--- src/rtl/lab5_digit_scroller.sv ---
// Scrolls a parametrised string of BCD digits onto one active-low
// seven-segment display, one digit per prescaler period.
module lab5_digit_scroller #(
  parameter int NUM_DIGITS = 8,
  parameter int DIV = 50_000_000,
  parameter logic [4*NUM_DIGITS-1:0] DIGITS = 32'h2000_1120,
  localparam int IW = (NUM_DIGITS > 2) ? $clog2(NUM_DIGITS) : 1
) (
  input  logic                    clk,
  input  logic                    rst,
  input  logic                    en,
  input  logic                    dir,
  input  logic                    load,
  input  logic [4*NUM_DIGITS-1:0] load_data,
  input  logic                    blank,
  output logic [IW-1:0]           cnt,
  output logic [3:0]              birth_num,
  output logic [6:0]              seg_data,
  output logic                    step,
  output logic                    wrap
);

  localparam int PW = (DIV > 1) ? $clog2(DIV + 1) : 1;
  localparam logic [PW-1:0] PMAX = PW'(DIV - 1);
  localparam logic [IW-1:0] LAST = IW'(NUM_DIGITS - 1);

  logic [4*NUM_DIGITS-1:0] str;
  logic [IW-1:0]           idx;
  logic [PW-1:0]           pre;
  logic                    tc;
  logic [6:0]              dec;

  assign tc  = (pre == PMAX);
  assign cnt = idx;

  always_ff @(posedge clk or posedge rst) begin
    if (rst) begin
      str  <= DIGITS;
      idx  <= '0;
      pre  <= '0;
      step <= 1'b0;
      wrap <= 1'b0;
    end else if (load) begin
      // a coincident terminal count is dropped on purpose
      str  <= load_data;
      idx  <= '0;
      pre  <= '0;
      step <= 1'b0;
      wrap <= 1'b0;
    end else if (!en) begin
      step <= 1'b0;
      wrap <= 1'b0;
    end else if (tc) begin
      pre  <= '0;
      step <= 1'b1;
      if (dir) begin
        if (idx == '0) begin
          idx  <= LAST;
          wrap <= 1'b1;
        end else begin
          idx  <= idx - 1'b1;
          wrap <= 1'b0;
        end
      end else begin
        if (idx == LAST) begin
          idx  <= '0;
          wrap <= 1'b1;
        end else begin
          idx  <= idx + 1'b1;
          wrap <= 1'b0;
        end
      end
    end else begin
      pre  <= pre + 1'b1;
      step <= 1'b0;
      wrap <= 1'b0;
    end
  end

  // index 0 lives in the most significant nibble
  always_comb begin
    birth_num = 4'h0;
    for (int i = 0; i < NUM_DIGITS; i++) begin
      if (idx == IW'(i)) birth_num = str[4*(NUM_DIGITS-1-i) +: 4];
    end
  end

  always_comb begin
    dec = 7'b111_1111;
    case (birth_num)
      4'd0: dec = 7'b100_0000;
      4'd1: dec = 7'b111_1001;
      4'd2: dec = 7'b010_0100;
      4'd3: dec = 7'b011_0000;
      4'd4: dec = 7'b001_1001;
      4'd5: dec = 7'b001_0010;
      4'd6: dec = 7'b000_0010;
      4'd7: dec = 7'b111_1000;
      4'd8: dec = 7'b000_0000;
      4'd9: dec = 7'b001_0000;
      default: dec = 7'b111_1111;
    endcase
  end

  assign seg_data = blank ? 7'b111_1111 : dec;

endmodule
--- config.mk ---
export PLATFORM = sky130hd
export DESIGN_NAME = lab5_digit_scroller
export DESIGN_NICKNAME = d
export VERILOG_FILES = /design/src/rtl/lab5_digit_scroller.sv
export SDC_FILE = /design/constraint.sdc
export NUM_CORES = 1
export LEC_CHECK = 0
export BUFFER_PORTS_ARGS = -buffer_cell sky130_fd_sc_hd__buf_2
export CAP_MARGIN = 20
export CORE_UTILIZATION = 45
export DETAILED_ROUTE_END_ITERATION = 8
export GPL_TIMING_DRIVEN = 0
export PLACE_DENSITY = 0.66
export SLEW_MARGIN = 20
export SYNTH_ARGS = -nofsm -noshare
export SYNTH_HDL_FRONTEND = slang
export SYNTH_SLANG_ARGS = --single-unit
--- constraint.sdc ---
create_clock -name clk -period 7.1 [get_ports clk]
set_input_delay 0.71 -clock clk [delete_from_list [all_inputs] [get_ports clk]]
set_output_delay 0.71 -clock clk [all_outputs]
set_load 0.005 [all_outputs]
* Yosys cells after proc, flatten, opt, wreduce, memory -nomap -nowiden
Memory sizes are Yosys's and may differ from the RTL's.
Index checks and enable logic that the tools add are counted.
** Word-level totals
- Bits of input ports :: 38
- Memories kept :: 1
- Bits in latches :: 0
- Bits in registers :: 63
- Logic and storage cells :: 48
- Bits in writable memories :: 0
- Output and inout bits :: 16
- Memory bits (read-only) :: 112
** Operators by class
- Bitwise logic cells :: 0
- Divide/modulo/power cells :: 0
- Shift operators :: 0
- Order comparisons :: 0
- Reductions and logical operators :: 4
- Equal/unequal tests :: 8
- $mul :: 0
- Mux-type cells :: 27
- Add/sub/neg operators :: 3
** Memories
- (no name shown) :: depth 16, width 7, rd ports 1, clocked after memory_dff 0, write ports 0, RTL line 90 : case (birth_num)
** Operators with widths (count)
- 2-to-1 mux 26 bit :: 3
- 2-to-1 mux 4 bit :: 8
- adder 26 x 1 -> 26 bit (second input constant) :: 1
- == test 26 bit (second input constant) :: 1
- 2-to-1 mux 3 bit :: 6
- == test 3 bit (second input constant) :: 4
- 2-to-1 mux 1 bit :: 9
- 2-to-1 mux 7 bit :: 1
- == test 3 x 2 -> 1 bit (second input constant) :: 2
- nonzero test 2 bit :: 2
- adder 3 x 1 -> 3 bit (second input constant) :: 1
- == test 3 x 1 -> 1 bit (second input constant) :: 1
- zero test 3 bit :: 1
- subtractor 3 x 1 -> 3 bit (second input constant) :: 1
- AND reduction 2 bit :: 1

* Depth between registers and ports, before layout
An unclocked memory read counts as a cell.
- Depth in word-level cells :: 11
- Mapped depth :: 12

* Worst setup path before layout
No wires, ideal clock.
- Path kind :: reg2out
- Start :: reg idx[0], in the netlist cnt[0]
- End :: out seg_data[5]
- Path buffers :: 1
- Cell stages (with the launch flop) :: 13
- Arrival :: 2.472 ns
- Path slack :: 3.918 ns
- Cells stage by stage :: dfrtp_1 -> inv_1 -> ha_1 -> buf_2 -> nor2b_1 -> a2111oi_2 -> o22ai_1 -> a211oi_2 -> a21oi_1 -> inv_1 -> ha_1 -> nor4_1 -> a21oi_1
** Between the ends
- Longest elaborated chain between the ends :: 11
** RTL lines
- from (decl) :: RTL line 28 : logic [IW-1:0] idx;
- from (signal assigned) :: RTL line 61 : idx <= idx - 1'b1;
- from (signal assigned) :: RTL line 69 : idx <= idx + 1'b1;
- zero test 3 bit :: RTL line 84 : if (idx == IW'(i)) birth_num = str[4*(NUM_DIGITS-1-i) +: 4];
- 2-to-1 mux 4 bit (7 in series) :: RTL line 84
- 2-to-1 mux 4 bit (*) :: RTL line 84
- named net birth_num[0] :: RTL line 17 : output logic [3:0] birth_num,
- memory read (16 x 7 bit) (*)
- 2-to-1 mux 7 bit (*) :: RTL line 105 : assign seg_data = blank ? 7'b111_1111 : dec;
- to (decl) :: RTL line 18 : output logic [6:0] seg_data,
Mark *: on every way through the listed nets, which the timed path passes. The rest lies on a longest branch.

* Worst setup path in the final report
- Start :: reg idx[0], in the netlist cnt[0]
- End :: out seg_data[5]
** Between the ends
- Longest elaborated chain between the ends :: 11
** RTL lines (RTL line)
- zero test 3 bit :: 84
- 2-to-1 mux 4 bit (7 in series) :: 84
- 2-to-1 mux 4 bit (*) :: 84
- memory read (16 x 7 bit) (*)
- 2-to-1 mux 7 bit (*) :: 105
Mark *: on every way between the ends. The rest lies on a longest branch, timed or not.

==> results.json <==
{
  "status": "finished, final reports clean",
  "setup_viol": 0,
  "max_freq_ghz": 0.245,
  "crit_path_end": "seg_data[5]",
  "path_max_fanout": 10,
  "slew_viol_final": 0,
  "syn2layout_area_growth_pct": 18.4,
  "drive_above_1_share_pct": 28.9,
  "die_width_um": 90.1,
  "grt_pass1_wl_um": 13000,
  "die_area_sq_um": 8130,
  "antenna_found_initial": 0,
  "nets": 465,
  "power_density_nw_per_um2": 207,
  "avgSynthCellArea_sq_um": 9.99,
  "portBuffers": 52,
  "critical_path_depth": 13,
  "initialDrtViolationCount": 125,
  "viasPerCell": 5.29,
  "hold_viol": 0,
  "synth_warnings": 0,
  "cts_max_level": 3,
  "cts_buffer_depth": 2,
  "fin_skew_ns": 0.00550,
  "max_stage_delay_ns": 0.42,
  "first_global_vias": 2751,
  "synth_edf_count": 0,
  "timing.setup.tns_ns": 0,
  "regArea_sq_um": 1580,
  "synth_ff_type": "dfrtp_1",
  "overflow": 0,
  "seq_area_frac_synth_pct": 45.2,
  "path_cells": "inv_1, ha_1, buf_2, nor2b_1, a2111oi_2, o22ai_1, a211oi_2, a21oi_1, inv_1, ha_1, nor4_1, a21oi_1, buf_2",
  "hold_buffers": 0,
  "num_vias": 2741,
  "worst-r2r-setup-slack_ns": 5.14,
  "reg2reg_depth": 7,
  "crit_required_ns": 6.39,
  "cp_num_buf_inv": 4,
  "crit_path_start_kind": "flop",
  "tritoncts": "built",
  "layout_min_cycle_time_ns": 4.08,
  "fin_crit_sh_pct": 57.4,
  "critPathTopFamily": "compound AO/OA/AOI/OAI gates",
  "slew-limit-headroom_pct": 60.6,
  "clock_latency_ns": 0.34,
  "final_cell_mix": "buf_2, dfrtp_1, nor2_1, mux2_2, nand2_1",
  "synth_fp_nets": 401,
  "cts_setup_buffers": 0,
  "core_sq_um": 7370,
  "dr.pass1.iters": 4,
  "path_clk_slew_ns": 0.07,
  "cts_sinks": 63,
  "holdWs_ns": 0.309,
  "cp-end-kind": "output port",
  "antenna_violating_nets_post_route": 0,
  "critPathSlowestCell": "dfrtp_1",
  "root_buffer": "clkbuf_8",
  "synth_seq_cells": 63,
  "nFillCells": 677,
  "tightest_slew_ns": 0.591,
  "dp_hpwl_um": 5510,
  "r2r_start": "pre[3]",
  "pre_cts_ws_ns": 3.38,
  "p_leak_nw": 1.89,
  "ir_drop_uv": 113,
  "cts_resized": 0,
  "rows": 31,
  "wl_per_cell_um": 14.6,
  "cts_buffers": 9,
  "track_usage_pct": 20.2,
  "critPathLaunch": "cnt[0]",
  "wl_um": 7550,
  "drc_errors": 0,
  "worst_hold_path_type": "input port to asynchronous set/reset pin",
  "r2r_end": "pre[17]",
  "cp.arrival_ns": 3.37,
  "gp_congestion": 0.846,
  "start_util_pct": 47.4,
  "diodes": 0,
  "layout_setup_ws_ns": 3.02,
  "crit_type": "flop to output port",
  "rsz0062_at_grt": "no",
  "syn_inst": 350,
  "die_h_um": 90.1,
  "multi_input_area_sq_um": 1770,
  "grt_max_degree": 44,
  "cap_violations": 0,
  "syn-cell-area_sq_um": 3500,
  "ys_types": 55,
  "io_pins": 54,
  "synthArstFlopShare_pct": 100
}
==> registers in the layout, summed over array words and instances, names as in the netlist <==
| register | count |
|---|---|
| str | 32 |
| pre | 26 |
| cnt | 3 |
| step | 1 |
| wrap | 1 |
==> cells by family after synthesis <==
family,Yosys count,share of synthesized area [%]
buffers and inverters,35,4.22
and+or+nand+nor,123,18.4
DFF,63,45.2
adders and majority gates,13,4.65
AOI/OAI and AO/OA,65,12.6
muxes,29,9.31
xor gates and xnor gates,22,5.51
==> worst reg2reg max path, delay by kind of cell (launching register included) <==
family                    cells  cell delay, ns
buffers and inverters         1            0.18
and+or+nand+nor               5            1.10
DFF                           1            0.42
xor gates and xnor gates      1            0.15
==> per-layer routing <==
| layer | share of wire [%] | track usage, % | vias up |
|---|---|---|---|
| met5 | 0 | 0 | - |
| met4 | 1.7 | 6.85 | 0 |
| met3 | 5.0 | 6.77 | 12 |
| met2 | 50 | 34.0 | 62 |
| met1 | 44 | 24.2 | 1309 |
| li1 | - | - | 1358 |
==> per-stage QoR <==
| stage | cell area [sq um] | std cells | total power (W) | util, % |
|---|---|---|---|---|
| after floorplan | 3500 | 350 | 0.000458 | - |
| after global placement | 3880 | 501 | 0.000490 | 52.6 |
| after detailed placement | 3900 | 502 | 0.000494 | 53.0 |
| after CTS | 4140 | 518 | 0.000869 | 56.2 |
| after global routing | 4140 | 518 | 0.000902 | 56.2 |
| final | 4140 | 518 | 0.000859 | 56.2 |
==> area by class of cell <==
cell class | count | share of cell area, %
Clock inverter | 6 | 2.63
Tap cell | 99 | 2.99
Sequential cell | 63 | 38.2
Timing Repair Buffer | 53 | 6.77
Clock buffer | 10 | 3.08
Buffer | 16 | 1.84
Multi-Input combinational cell | 252 | 42.7
Inverter | 19 | 1.78
==> synth_stat cells (3+ instances only) <==
| library cell | n | share of area [%] |
|---|---|---|
| and3_1 | 4 | 0.72 |
| buf_2 | 7 | 1.0 |
| mux2_2 | 28 | 9.0 |
| a21o_1 | 3 | 0.64 |
| ha_1 | 13 | 4.7 |
| nor3b_1 | 3 | 0.64 |
| clkbuf_1 | 7 | 0.75 |
| o21ai_0 | 21 | 3.0 |
| nand2_1 | 22 | 2.4 |
| o22ai_1 | 5 | 0.89 |
| dfstp_2 | 4 | 3.0 |
| nor4_1 | 3 | 0.54 |
| xor2_1 | 16 | 4.0 |
| nor3_1 | 9 | 1.3 |
| nand2b_1 | 5 | 0.89 |
| nand3b_1 | 4 | 0.86 |
| dfrtp_1 | 59 | 42 |
| nand4_1 | 4 | 0.72 |
| a31oi_1 | 4 | 0.72 |
| xnor2_1 | 6 | 1.5 |
| a21oi_1 | 12 | 1.7 |
| inv_1 | 17 | 1.8 |
| nor2_1 | 35 | 3.8 |
| nor2b_1 | 7 | 1.3 |
| nand3_1 | 14 | 2.0 |
==> how the worst min path moves through the flow <==
| stage | startpoint | to | cells past startpoint |
|---|---|---|---|
| 6_report | rst | pre[23] | 2 |
| 5_1_grt | rst | pre[11] | 2 |
| 4_1_cts | rst | pre[11] | 2 |
| 3_5_place_dp | pre[18] | pre[18] | 1 |
| 3_3_place_gp | pre[18] | pre[18] | 1 |
| 2_1_floorplan | pre[18] | pre[18] | 1 |
==> report_power, final <==
part           internal (W)   total, W  switching (W)
combinational     0.0000468  0.0000955      0.0000487
clock              0.000233   0.000372       0.000140
sequential         0.000380   0.000391      0.0000112
total              0.000659   0.000859       0.000200
Power figures use the tool's default switching activity.
